===== config.mk =====
export PLATFORM = sky130hd
export DESIGN_NAME = json_uart_parser
export DESIGN_NICKNAME = d
export VERILOG_FILES = /design/src/rtl/ascii_inst_pkg.sv /design/src/rtl/motor_cmd_pkg.sv /design/src/rtl/json_num_accum.sv /design/src/rtl/json_uart_parser.sv
export SDC_FILE = /design/constraint.sdc
export NUM_CORES = 1
export LEC_CHECK = 0
export CAP_MARGIN = 20
export CORE_UTILIZATION = 40
export CTS_BUF_LIST = sky130_fd_sc_hd__clkbuf_16
export DETAILED_ROUTE_END_ITERATION = 8
export SLEW_MARGIN = 20
export SYNTH_ARGS = -nofsm -noshare
export SYNTH_HDL_FRONTEND = slang
export SYNTH_SLANG_ARGS = --single-unit
export TNS_END_PERCENT = 20

===== constraint.sdc =====
create_clock -name clk -period 6.4 [get_ports clk]
set_input_delay 0.96 -clock clk [delete_from_list [all_inputs] [get_ports clk]]
set_output_delay 0.96 -clock clk [all_outputs]
set_load 0.01 [all_outputs]

===== src/rtl/ascii_inst_pkg.sv =====
// ASCII byte constants for the JSON command framing, plus a digit classifier.
// Latency: n/a (constants and pure functions only).
// Backpressure: n/a.
package ascii_inst_pkg;

    localparam logic [7:0] ASCII_LBRACE    = 8'h7B;
    localparam logic [7:0] ASCII_RBRACE    = 8'h7D;
    localparam logic [7:0] ASCII_QUOTE     = 8'h22;
    localparam logic [7:0] ASCII_COLON     = 8'h3A;
    localparam logic [7:0] ASCII_COMMA     = 8'h2C;
    localparam logic [7:0] ASCII_DOT       = 8'h2E;
    localparam logic [7:0] ASCII_MINUS     = 8'h2D;
    localparam logic [7:0] ASCII_LINE_FEED = 8'h0A;
    localparam logic [7:0] ASCII_T         = 8'h54;
    localparam logic [7:0] ASCII_L         = 8'h4C;
    localparam logic [7:0] ASCII_R         = 8'h52;
    localparam logic [7:0] ASCII_0         = 8'h30;
    localparam logic [7:0] ASCII_1         = 8'h31;
    localparam logic [7:0] ASCII_2         = 8'h32;
    localparam logic [7:0] ASCII_3         = 8'h33;
    localparam logic [7:0] ASCII_4         = 8'h34;
    localparam logic [7:0] ASCII_5         = 8'h35;
    localparam logic [7:0] ASCII_6         = 8'h36;
    localparam logic [7:0] ASCII_7         = 8'h37;
    localparam logic [7:0] ASCII_8         = 8'h38;
    localparam logic [7:0] ASCII_9         = 8'h39;

    // True for the ten decimal digit characters; the low nibble is then the digit value.
    function automatic logic is_digit(input logic [7:0] b);
        return b inside {ASCII_0, ASCII_1, ASCII_2, ASCII_3, ASCII_4,
                         ASCII_5, ASCII_6, ASCII_7, ASCII_8, ASCII_9};
    endfunction

endpackage


===== src/rtl/motor_cmd_pkg.sv =====
// Shared motor command encoding used by both the JSON sender and the JSON parser.
// Latency: n/a (types only).
// Backpressure: n/a.
package motor_cmd_pkg;

    typedef enum logic [4:0] {
        MC_STOP    = 5'b00001,
        MC_FORWARD = 5'b00010,
        MC_RIGHT   = 5'b00100,
        MC_LEFT    = 5'b01000,
        MC_SPIN    = 5'b10000
    } motor_cmd_e;

endpackage


===== src/rtl/json_num_accum.sv =====
// Decimal accumulator: builds a signed milli-unit value from sign, one integer digit and up to 3 fraction digits.
// Latency: value reflects a digit strobe on the cycle after the strobe.
// Backpressure: none; the caller strobes at most one digit per cycle.
module json_num_accum #(
    parameter int VAL_W = 16
) (
    input  logic                    clk_i,
    input  logic                    rst_i,
    input  logic                    clr_i,
    input  logic                    neg_i,
    input  logic                    dig_vld_i,
    input  logic [1:0]              dig_pos_i,
    input  logic [3:0]              dig_i,
    output logic signed [VAL_W-1:0] val_o
);

    // Magnitude never exceeds 9999, so 14 bits hold it exactly.
    logic [13:0] mag_q;
    logic        neg_q;
    logic [13:0] wt_d;
    logic [13:0] add_d;
    logic signed [VAL_W-1:0] mag_s;

    // Positional weight: integer digit x1000, then fraction digits x100, x10, x1.
    always_comb begin
        wt_d = 14'd1;
        case (dig_pos_i)
            2'd0:    wt_d = 14'd1000;
            2'd1:    wt_d = 14'd100;
            2'd2:    wt_d = 14'd10;
            default: wt_d = 14'd1;
        endcase
        add_d = wt_d * {10'd0, dig_i};
    end

    // Clear wins over any strobe so a new field always starts from zero.
    always_ff @(posedge clk_i) begin
        if (rst_i || clr_i) begin
            mag_q <= '0;
            neg_q <= 1'b0;
        end else begin
            if (dig_vld_i) mag_q <= mag_q + add_d;
            if (neg_i)     neg_q <= 1'b1;
        end
    end

    assign mag_s = {{(VAL_W-14){1'b0}}, mag_q};
    assign val_o = neg_q ? -mag_s : mag_s;

endmodule


===== src/rtl/json_uart_parser.sv =====
// Parses {"T":d,"L":n,"R":n}+LF frames from a UART byte stream into signed milli speeds and a one-hot motor command.
// Latency: outputs and cmd_valid appear 2 cycles after the LF handshake; parse_error 1 cycle after the bad byte.
// Backpressure: uart_ready is low only during the single EMIT cycle; one byte per cycle otherwise.
module json_uart_parser #(
    parameter int VAL_W = 16
) (
    input  logic                    clk,
    input  logic                    rst,
    input  logic [7:0]              uart_data,
    input  logic                    uart_valid,
    output logic                    uart_ready,
    output logic signed [VAL_W-1:0] left_speed,
    output logic signed [VAL_W-1:0] right_speed,
    output logic [3:0]              type_id,
    output logic [4:0]              motor_cmd,
    output logic                    cmd_valid,
    output logic                    parse_error
);

    import motor_cmd_pkg::*;
    import ascii_inst_pkg::*;

    typedef enum logic [3:0] {
        ST_IDLE, ST_KEY_OQ, ST_KEY, ST_KEY_CQ, ST_COLON, ST_T_DIG, ST_SIGN_INT,
        ST_DOT, ST_FRAC, ST_AFTER_FRAC, ST_SEP, ST_EOL, ST_EMIT
    } state_e;

    typedef enum logic [1:0] {KEY_T, KEY_L, KEY_R} key_e;

    localparam logic signed [VAL_W-1:0] ZERO = '0;

    state_e                  state_q;
    key_e                    key_q;
    logic                    minus_q;
    logic [1:0]              fcnt_q;
    logic [3:0]              t_stg_q;
    logic signed [VAL_W-1:0] l_stg_q;
    logic signed [VAL_W-1:0] r_stg_q;
    logic                    ready_q;
    logic signed [VAL_W-1:0] left_q;
    logic signed [VAL_W-1:0] right_q;
    logic [3:0]              type_q;
    motor_cmd_e              cmd_q;
    logic                    cmd_valid_q;
    logic                    err_q;

    logic                    hs;
    logic                    dig;
    logic                    byte_ok_d;
    logic [7:0]              key_char_d;
    logic [7:0]              sep_char_d;
    motor_cmd_e              cls_d;
    logic                    acc_clr;
    logic                    acc_neg;
    logic                    acc_dig_vld;
    logic [1:0]              acc_pos;
    logic signed [VAL_W-1:0] acc_val;

    assign hs  = uart_valid && ready_q;
    assign dig = is_digit(uart_data);

    // Key character and closing separator both follow the expected-key register.
    always_comb begin
        key_char_d = ASCII_T;
        sep_char_d = ASCII_COMMA;
        case (key_q)
            KEY_L:   key_char_d = ASCII_L;
            KEY_R:   begin key_char_d = ASCII_R; sep_char_d = ASCII_RBRACE; end
            default: key_char_d = ASCII_T;
        endcase
    end

    // Legality of the current byte in the current state; IDLE accepts anything silently.
    always_comb begin
        byte_ok_d = 1'b0;
        case (state_q)
            ST_IDLE:       byte_ok_d = 1'b1;
            ST_KEY_OQ,
            ST_KEY_CQ:     byte_ok_d = (uart_data == ASCII_QUOTE);
            ST_KEY:        byte_ok_d = (uart_data == key_char_d);
            ST_COLON:      byte_ok_d = (uart_data == ASCII_COLON);
            ST_T_DIG:      byte_ok_d = dig;
            ST_SIGN_INT:   byte_ok_d = dig || (uart_data == ASCII_MINUS && !minus_q);
            ST_DOT:        byte_ok_d = (uart_data == ASCII_DOT);
            ST_FRAC:       byte_ok_d = dig;
            ST_AFTER_FRAC: byte_ok_d = (dig && fcnt_q != 2'd3) || (uart_data == sep_char_d);
            ST_SEP:        byte_ok_d = (uart_data == ASCII_COMMA);
            ST_EOL:        byte_ok_d = (uart_data == ASCII_LINE_FEED);
            default:       byte_ok_d = 1'b0;
        endcase
    end

    assign acc_clr     = hs && state_q == ST_COLON && byte_ok_d;
    assign acc_neg     = hs && state_q == ST_SIGN_INT && uart_data == ASCII_MINUS && !minus_q;
    assign acc_dig_vld = hs && dig && (state_q == ST_SIGN_INT || state_q == ST_FRAC ||
                                       (state_q == ST_AFTER_FRAC && fcnt_q != 2'd3));
    assign acc_pos     = (state_q == ST_SIGN_INT) ? 2'd0 : 2'(fcnt_q + 2'd1);

    json_num_accum #(.VAL_W(VAL_W)) u_num_accum (
        .clk_i     (clk),
        .rst_i     (rst),
        .clr_i     (acc_clr),
        .neg_i     (acc_neg),
        .dig_vld_i (acc_dig_vld),
        .dig_pos_i (acc_pos),
        .dig_i     (uart_data[3:0]),
        .val_o     (acc_val)
    );

    // Classify staged L/R into the motor command; first matching rule wins.
    always_comb begin
        cls_d = MC_STOP;
        if (l_stg_q == ZERO && r_stg_q == ZERO)                      cls_d = MC_STOP;
        else if (l_stg_q == r_stg_q && l_stg_q > ZERO)               cls_d = MC_FORWARD;
        else if (l_stg_q > ZERO && r_stg_q < ZERO && l_stg_q == -r_stg_q) cls_d = MC_SPIN;
        else if (l_stg_q > r_stg_q)                                  cls_d = MC_RIGHT;
        else if (l_stg_q < r_stg_q)                                  cls_d = MC_LEFT;
        else                                                         cls_d = MC_STOP;
    end

    // Frame FSM with staging and registered outputs; a bad '{' restarts a frame rather than idling.
    always_ff @(posedge clk) begin
        if (rst) begin
            state_q     <= ST_IDLE;
            key_q       <= KEY_T;
            minus_q     <= 1'b0;
            fcnt_q      <= 2'd0;
            t_stg_q     <= '0;
            l_stg_q     <= '0;
            r_stg_q     <= '0;
            ready_q     <= 1'b0;
            left_q      <= '0;
            right_q     <= '0;
            type_q      <= '0;
            cmd_q       <= MC_STOP;
            cmd_valid_q <= 1'b0;
            err_q       <= 1'b0;
        end else begin
            cmd_valid_q <= 1'b0;
            err_q       <= 1'b0;
            ready_q     <= 1'b1;
            if (state_q == ST_EMIT) begin
                left_q      <= l_stg_q;
                right_q     <= r_stg_q;
                type_q      <= t_stg_q;
                cmd_q       <= cls_d;
                cmd_valid_q <= 1'b1;
                state_q     <= ST_IDLE;
            end else if (hs) begin
                if (!byte_ok_d) begin
                    err_q   <= 1'b1;
                    key_q   <= KEY_T;
                    state_q <= (uart_data == ASCII_LBRACE) ? ST_KEY_OQ : ST_IDLE;
                end else begin
                    case (state_q)
                        ST_IDLE: if (uart_data == ASCII_LBRACE) begin
                            key_q   <= KEY_T;
                            state_q <= ST_KEY_OQ;
                        end
                        ST_KEY_OQ: state_q <= ST_KEY;
                        ST_KEY:    state_q <= ST_KEY_CQ;
                        ST_KEY_CQ: state_q <= ST_COLON;
                        ST_COLON: begin
                            minus_q <= 1'b0;
                            fcnt_q  <= 2'd0;
                            state_q <= (key_q == KEY_T) ? ST_T_DIG : ST_SIGN_INT;
                        end
                        ST_T_DIG: begin
                            t_stg_q <= uart_data[3:0];
                            state_q <= ST_SEP;
                        end
                        ST_SIGN_INT: begin
                            if (uart_data == ASCII_MINUS) minus_q <= 1'b1;
                            else                          state_q <= ST_DOT;
                        end
                        ST_DOT: state_q <= ST_FRAC;
                        ST_FRAC: begin
                            fcnt_q  <= 2'd1;
                            state_q <= ST_AFTER_FRAC;
                        end
                        ST_AFTER_FRAC: begin
                            if (dig) begin
                                fcnt_q <= fcnt_q + 2'd1;
                            end else if (key_q == KEY_L) begin
                                l_stg_q <= acc_val;
                                key_q   <= KEY_R;
                                state_q <= ST_KEY_OQ;
                            end else begin
                                r_stg_q <= acc_val;
                                state_q <= ST_EOL;
                            end
                        end
                        ST_SEP: begin
                            key_q   <= KEY_L;
                            state_q <= ST_KEY_OQ;
                        end
                        ST_EOL: begin
                            ready_q <= 1'b0;
                            state_q <= ST_EMIT;
                        end
                        default: state_q <= ST_IDLE;
                    endcase
                end
            end
        end
    end

    assign uart_ready  = ready_q;
    assign left_speed  = left_q;
    assign right_speed = right_q;
    assign type_id     = type_q;
    assign motor_cmd   = cmd_q;
    assign cmd_valid   = cmd_valid_q;
    assign parse_error = err_q;

endmodule


==> run_results.csv, run 1 <==
group,metric,value,unit
sta,timing.slew.headroom,31.6,%
floorplan,ios,55,
global_route,grt_pass1_vias,6181,
floorplan,die-area,19200,sq um
worst_setup_path,r2r_setup_slack,870,ps
sta,slew_violations,0,
clock_network,cts-resized-gates,0,
synth,synth_seq_cells,104,
synth,syn_area,7450,sq um
synth,synthArstFlopShare,0,%
final_layout,diodes,0,
pwr,leakage,0.00335,uW
place,dp_hpwl,14600,um
worst_setup_path,worstSetupPathType,"reg2reg",
clock_network,cts_setup_buffers,0,
worst_setup_path,required,6680,ps
worst_setup_path,worstSetupStartpointType,"register",
routing,first_pass_iters,7,
sta,post-route-period-util,86.4,%
synth,ys_warn_count,0,
min_path,hold_class,"reg2reg",
final_layout,final_area,8360,sq um
global_route,gr-total-overflow,0,
worst_setup_path,startpoint,"state_q[2]",
sta,fmax,0.181,GHz
worst_setup_path,end_kind,"register",
clock_network,cts_tree,"yes",
worst_setup_path,crit_chain,"nand2_1 -> o21ai_0 -> nor2_1 -> nand2_1 -> fa_1 -> fa_1 -> fa_1 -> inv_1 -> ha_1 -> a211oi_1 -> o21a_1 -> nor3_1 -> o31ai_1 -> xnor2_1 -> or3_1 -> a21oi_1",
final_layout,final_cell_count_no_fill,1210,
status,status,"finished with violations",
sta,rsz0062_at_grt,"false",
synth,synth_cell_types,73,
routing,wl,19500,um
worst_setup_path,critical-path-max-stage-delay,850,ps
sta,hold_violations,0,
final_layout,fill_cells,1867,
place,placed_area,8100,sq um
global_route,met1_usage,29.3,%
pwr,vdd_drop_max,0.0000918,V
worst_setup_path,cp_max_fo,23,
floorplan,die_w,139,um
global_route,grt_antenna_before_repair,0,
global_route,grt_use_met3,2.87,%
place,post-place-ws,939,ps
sta,setup_tns,0,ps
status,violations,"DRC",
routing,post_drt_via_cell_ratio,5.52,
clock_network,clock_sinks,104,
synth,synth_seq_area_share,27.9,%
clock_network,htree_levels,3,
global_route,grtUsageMet2,32.8,%
clock_network,insertion_delay,350,ps
sta,postLayoutSetupSlackWorst,871,ps
place,io_buffers,54,
global_route,grt_pass1_wl,32300,um
routing,drt_iter0_markers,454,
place,dp_cells,1195,
synth,ys.flop_type,"dfxtp_1",
final_layout,area_growth,12.1,%
min_path,min_from,"t_stg_q[1]",
final_layout,final_cell_mix,"nand2_1, dfxtp_1, a21oi_1, inv_1, o21ai_0",
worst_setup_path,slowest_stage,"o21ai_0",
final_layout,final_common_cell,"nand2_1",
global_route,grt-busiest-layer,"met2",
worst_setup_path,cp.arrival,5810,ps
clock_network,clk_pin_slew,70,ps
sta,tightest_slew,1020,ps
place,routabilityCongestion,0.928,
routing,dr_total_vias,6680,
synth,avgSynthCellArea,7.76,sq um
worst_setup_path,ff2ff_path_depth,16,
clock_network,cts_buffer_depth,2,
floorplan,core,18100,sq um
synth,syn_nets,1040,
job,drv_cap,0,
sta,fin_crit,5530,ps
synth,syn_inst,961,
floorplan,initial_core_util,41.2,%
worst_setup_path,crit_buf_inv,1,
worst_setup_path,reg2reg_from,"state_q[2]",
synth,synth_edf_count,0,
final_layout,final_layout_size_suffix_gt1_share,5.10,%
floorplan,rows,49,
worst_setup_path,worst-path-stages,16,
worst_setup_path,crit_top_cell,"fa_1",
routing,postRouteAntennaNets,0,
clock_network,clockRootBuffer,"clkbuf_16",
global_route,grt_max_degree,71,
pwr,p_per_area,147,nW/um^2
global_route,grt_usage,20.8,%
floorplan,die_h,139,um
min_path,hold_path_depth,2,
worst_setup_path,crit_family,"compound AO/OA/AOI/OAI gates",
routing,routedWlPerCell,16.1,um
pwr,finalPower,1220,uW
routing,drc,20,
clock_network,holdBufCountCts,0,
sta,clock-skew-final,6.62,ps
sta,setup_viol,0,
clock_network,numCtsBuffers,9,
final_layout,finalNetCount,1056,
[cell usage after synthesis, types with 8 or more instances]
cell / n / area, sq um
nand2_1: 114 / 428
dfxtp_1: 104 / 2080
a21oi_1: 91 / 455
inv_1: 87 / 327
o21ai_0: 58 / 290
nor2_1: 50 / 188
ha_1: 44 / 551
nand3_1: 44 / 220
clkbuf_1: 40 / 150
nor3_1: 28 / 140
xnor2_1: 25 / 219
fa_1: 24 / 480
xor2_1: 16 / 140
and3_1: 15 / 93.8
mux2i_1: 14 / 140
a31oi_1: 11 / 68.8
buf_2: 11 / 55.1
nor2b_1: 11 / 68.8
o31ai_1: 11 / 82.6
a21o_1: 10 / 75.1
and2_1: 10 / 62.6
o211ai_1: 10 / 75.1
or3_1: 10 / 62.6
nor4_1: 9 / 56.3
a211oi_1: 8 / 60.1
nand4_1: 8 / 50.1
or2_2: 8 / 50.1
[kinds of logic after synthesis]
group | Yosys count | share of synthesized area, %
AOI/OAI and AO/OA | 244 | 20.4
xor gates and xnor gates | 41 | 4.82
adders and majority gates | 68 | 13.8
buffers and inverters | 147 | 7.84
DFF | 104 | 27.9
muxes | 18 | 2.48
and+or+nand+nor | 339 | 22.6
[worst min-delay path, stage by stage (launching register included)]
cell     delay [ps]
dfxtp_1         310
nand2_1          50
a21oi_1          50
[cell type report]
type,count,area [sq um],share of cell area (%)
Sequential cell,104,2080,24.9
Tap cell,229,287,3.43
Inverter,87,327,3.91
Multi-Input combinational cell,710,4790,57.3
Clock inverter,6,30.0,0.359
Timing Repair Buffer,65,618,7.40
Clock buffer,9,225,2.69
[through the flow]
| stage | hold slack (ps) | util, % |
|---|---|---|
| 2_1_floorplan | 428 | - |
| 3_3_place_gp | 441 | 44.8 |
| 3_5_place_dp | 446 | 44.8 |
| 4_1_cts | 458 | 46.2 |
| 5_1_grt | 476 | 46.2 |
| 6_report | 454 | 46.2 |
[state kept, by name (all words and copies together) (netlist names), 2 cells and up]
| name | flops |
|---|---|
| right_speed | 16 |
| key_q | 2 |
| fcnt_q | 2 |
| r_stg_q | 16 |
| state_q | 4 |
| motor_cmd | 5 |
| t_stg_q | 4 |
| type_id | 4 |
| l_stg_q | 16 |
| left_speed | 16 |
| u_num_accum.mag_q | 14 |
[power by group]
part / leakage [uW] / internal [uW] / switching (uW) / total [uW]
Sequential: 0.000838 / 647 / 0.217 / 647
Combinational: 0.00237 / 32.1 / 52.6 / 84.7
Clock: 0.000135 / 257 / 236 / 492
Total: 0.00335 / 936 / 288 / 1220
[layer usage]
| metal | vias to the layer above | share of wire (%) |
|---|---|---|
| li1 | 3373 | - |
| met1 | 3113 | 49 |
| met2 | 172 | 45 |
| met3 | 22 | 4.3 |
| met4 | 0 | 1.4 |
| met5 | - | 0 |
[final timing paths]
check	endpoint
worst max-delay path	u_num_accum.mag_q[13]
worst min-delay path	type_id[1]
worst max register to register	u_num_accum.mag_q[13]
worst min register to register	type_id[1]
Note: power is estimated with default switching activity, not from simulation.
==> run 2, diff against run 1 <==
- CORE_ASPECT_RATIO: not set -> 0.5
==> run_results.csv, run 2 (same netlist as run 1, synthesis figures left out) <==
group,metric,value,unit
status,status,"finished clean",
clock_network,cts_tree,"yes",
worst_setup_path,worstSetupPathType,"reg2reg",
floorplan,die_h,98.5,um
floorplan,die-area,19200,sq um
global_route,grt_pass1_wl,33400,um
sta,tightest_slew,912,ps
final_layout,diodes,0,
worst_setup_path,cp.arrival,5220,ps
sta,setup_viol,0,
clock_network,clock_sinks,104,
worst_setup_path,cp_max_fo,12,
sta,fmax,0.202,GHz
worst_setup_path,crit_chain,"or2_0 -> o21ai_0 -> buf_4 -> nor2_1 -> nand2_1 -> fa_1 -> fa_1 -> fa_1 -> inv_1 -> ha_1 -> a211oi_1 -> o21a_1 -> nor3_1 -> o31ai_1 -> xnor2_1 -> or3_1 -> a21oi_1",
final_layout,fin_util,47.4,%
final_layout,area_growth,13.0,%
place,routabilityCongestion,0.915,
clock_network,cts_setup_buffers,0,
routing,drt_iter0_markers,499,
floorplan,die_w,195,um
sta,rsz0062_at_grt,"false",
routing,post_drt_via_cell_ratio,5.55,
global_route,grt_usage,21.4,%
clock_network,holdBufCountCts,0,
floorplan,core,17800,sq um
clock_network,cts-resized-gates,0,
worst_setup_path,crit_top_cell,"fa_1",
min_path,hold_class,"reg2reg",
clock_network,clk_pin_slew,70,ps
final_layout,final_cell_mix,"nand2_1, dfxtp_1, a21oi_1, inv_1, o21ai_0",
global_route,grt_antenna_before_repair,0,
global_route,grt_max_degree,71,
final_layout,final_layout_size_suffix_gt1_share,5.78,%
sta,clock-skew-final,15.5,ps
clock_network,insertion_delay,360,ps
sta,timing.slew.headroom,39.0,%
worst_setup_path,slowest_stage,"or2_0",
sta,holdWs,455,ps
sta,post-route-period-util,77.3,%
worst_setup_path,startpoint,"state_q[3]",
final_layout,final_common_cell,"nand2_1",
worst_setup_path,critical-path-max-stage-delay,510,ps
worst_setup_path,reg2reg_from,"state_q[3]",
final_layout,fill_cells,1775,
floorplan,initial_core_util,41.9,%
routing,wl,19900,um
final_layout,seq_area,2080,sq um
floorplan,rows,34,
routing,drc,0,
final_layout,multi_input_area,4790,sq um
clock_network,htree_levels,3,
sta,hold_violations,0,
worst_setup_path,end_kind,"register",
clock_network,numCtsBuffers,9,
worst_setup_path,worstSetupStartpointType,"register",
clock_network,clockRootBuffer,"clkbuf_16",
place,dp_hpwl,15200,um
worst_setup_path,r2r_setup_slack,1450,ps
sta,setup_tns,0,ps
job,drv_cap,0,
pwr,leakage,0.00337,uW
routing,dr_total_vias,6772,
routing,first_pass_iters,5,
min_path,min_from,"t_stg_q[0]",
final_layout,finalNetCount,1060,
pwr,vdd_drop_max,0.000117,V
worst_setup_path,required,6670,ps
floorplan,ios,55,
pwr,p_per_area,151,nW/um^2
place,io_buffers,54,
sta,fin_crit,4950,ps
routing,routedWlPerCell,16.3,um
global_route,grt_pass1_vias,6249,
routing,postRouteAntennaNets,0,
clock_network,cts_buffer_depth,2,
global_route,gr-total-overflow,0,
sta,slew_violations,0,
run 2: worst max-delay path: cells and delay by family, from the launching register on:
kind	cells	cell delay, ps
DFF	1	340
adders and majority gates	4	1860
AOI/OAI and AO/OA	5	1160
xor gates and xnor gates	1	110
buffers and inverters	2	240
and+or+nand+nor	5	1120
run 2: per-layer routing:
layer  track usage (%)  wire length, um  vias up
met5                 0                0        -
met4              4.54              223        0
met3              2.98              970       16
met2              32.2             8500      190
met1              32.4            10200     3194
li1                  -                -     3372
run 2: cell type report:
class	count	share of cell area [%]
Clock buffer	9	2.67
Clock inverter	7	0.713
Inverter	87	3.88
Multi-Input combinational cell	710	56.9
Sequential cell	104	24.7
Tap cell	234	3.48
Timing Repair Buffer	69	7.69
run 2: worst paths after layout:
path                                end  depth (start not counted)
setup / recovery  u_num_accum.mag_q[13]                         17
hold / removal               type_id[0]                          2
setup reg to reg  u_num_accum.mag_q[13]                         17
hold reg to reg              type_id[0]                          2
run 2: per-stage QoR:
stage / setup slack (ps) / power (uW) / cell area (sq um) / instances
finish: 1450 / 1270 / 8420 / 1220
global route: 1060 / 1320 / 8420 / 1220
CTS: 1440 / 1280 / 8420 / 1220
detailed placement: 1130 / 749 / 8140 / 1204
global placement: 1200 / 748 / 8140 / 1204
floorplan: 1720 / 726 / 7450 / 961
run 2: where the power goes:
group,leakage [uW],internal (uW),switching (uW)
clock network,0.000138,273,265
registers,0.000838,647,0.217
logic,0.00239,32.9,53.9
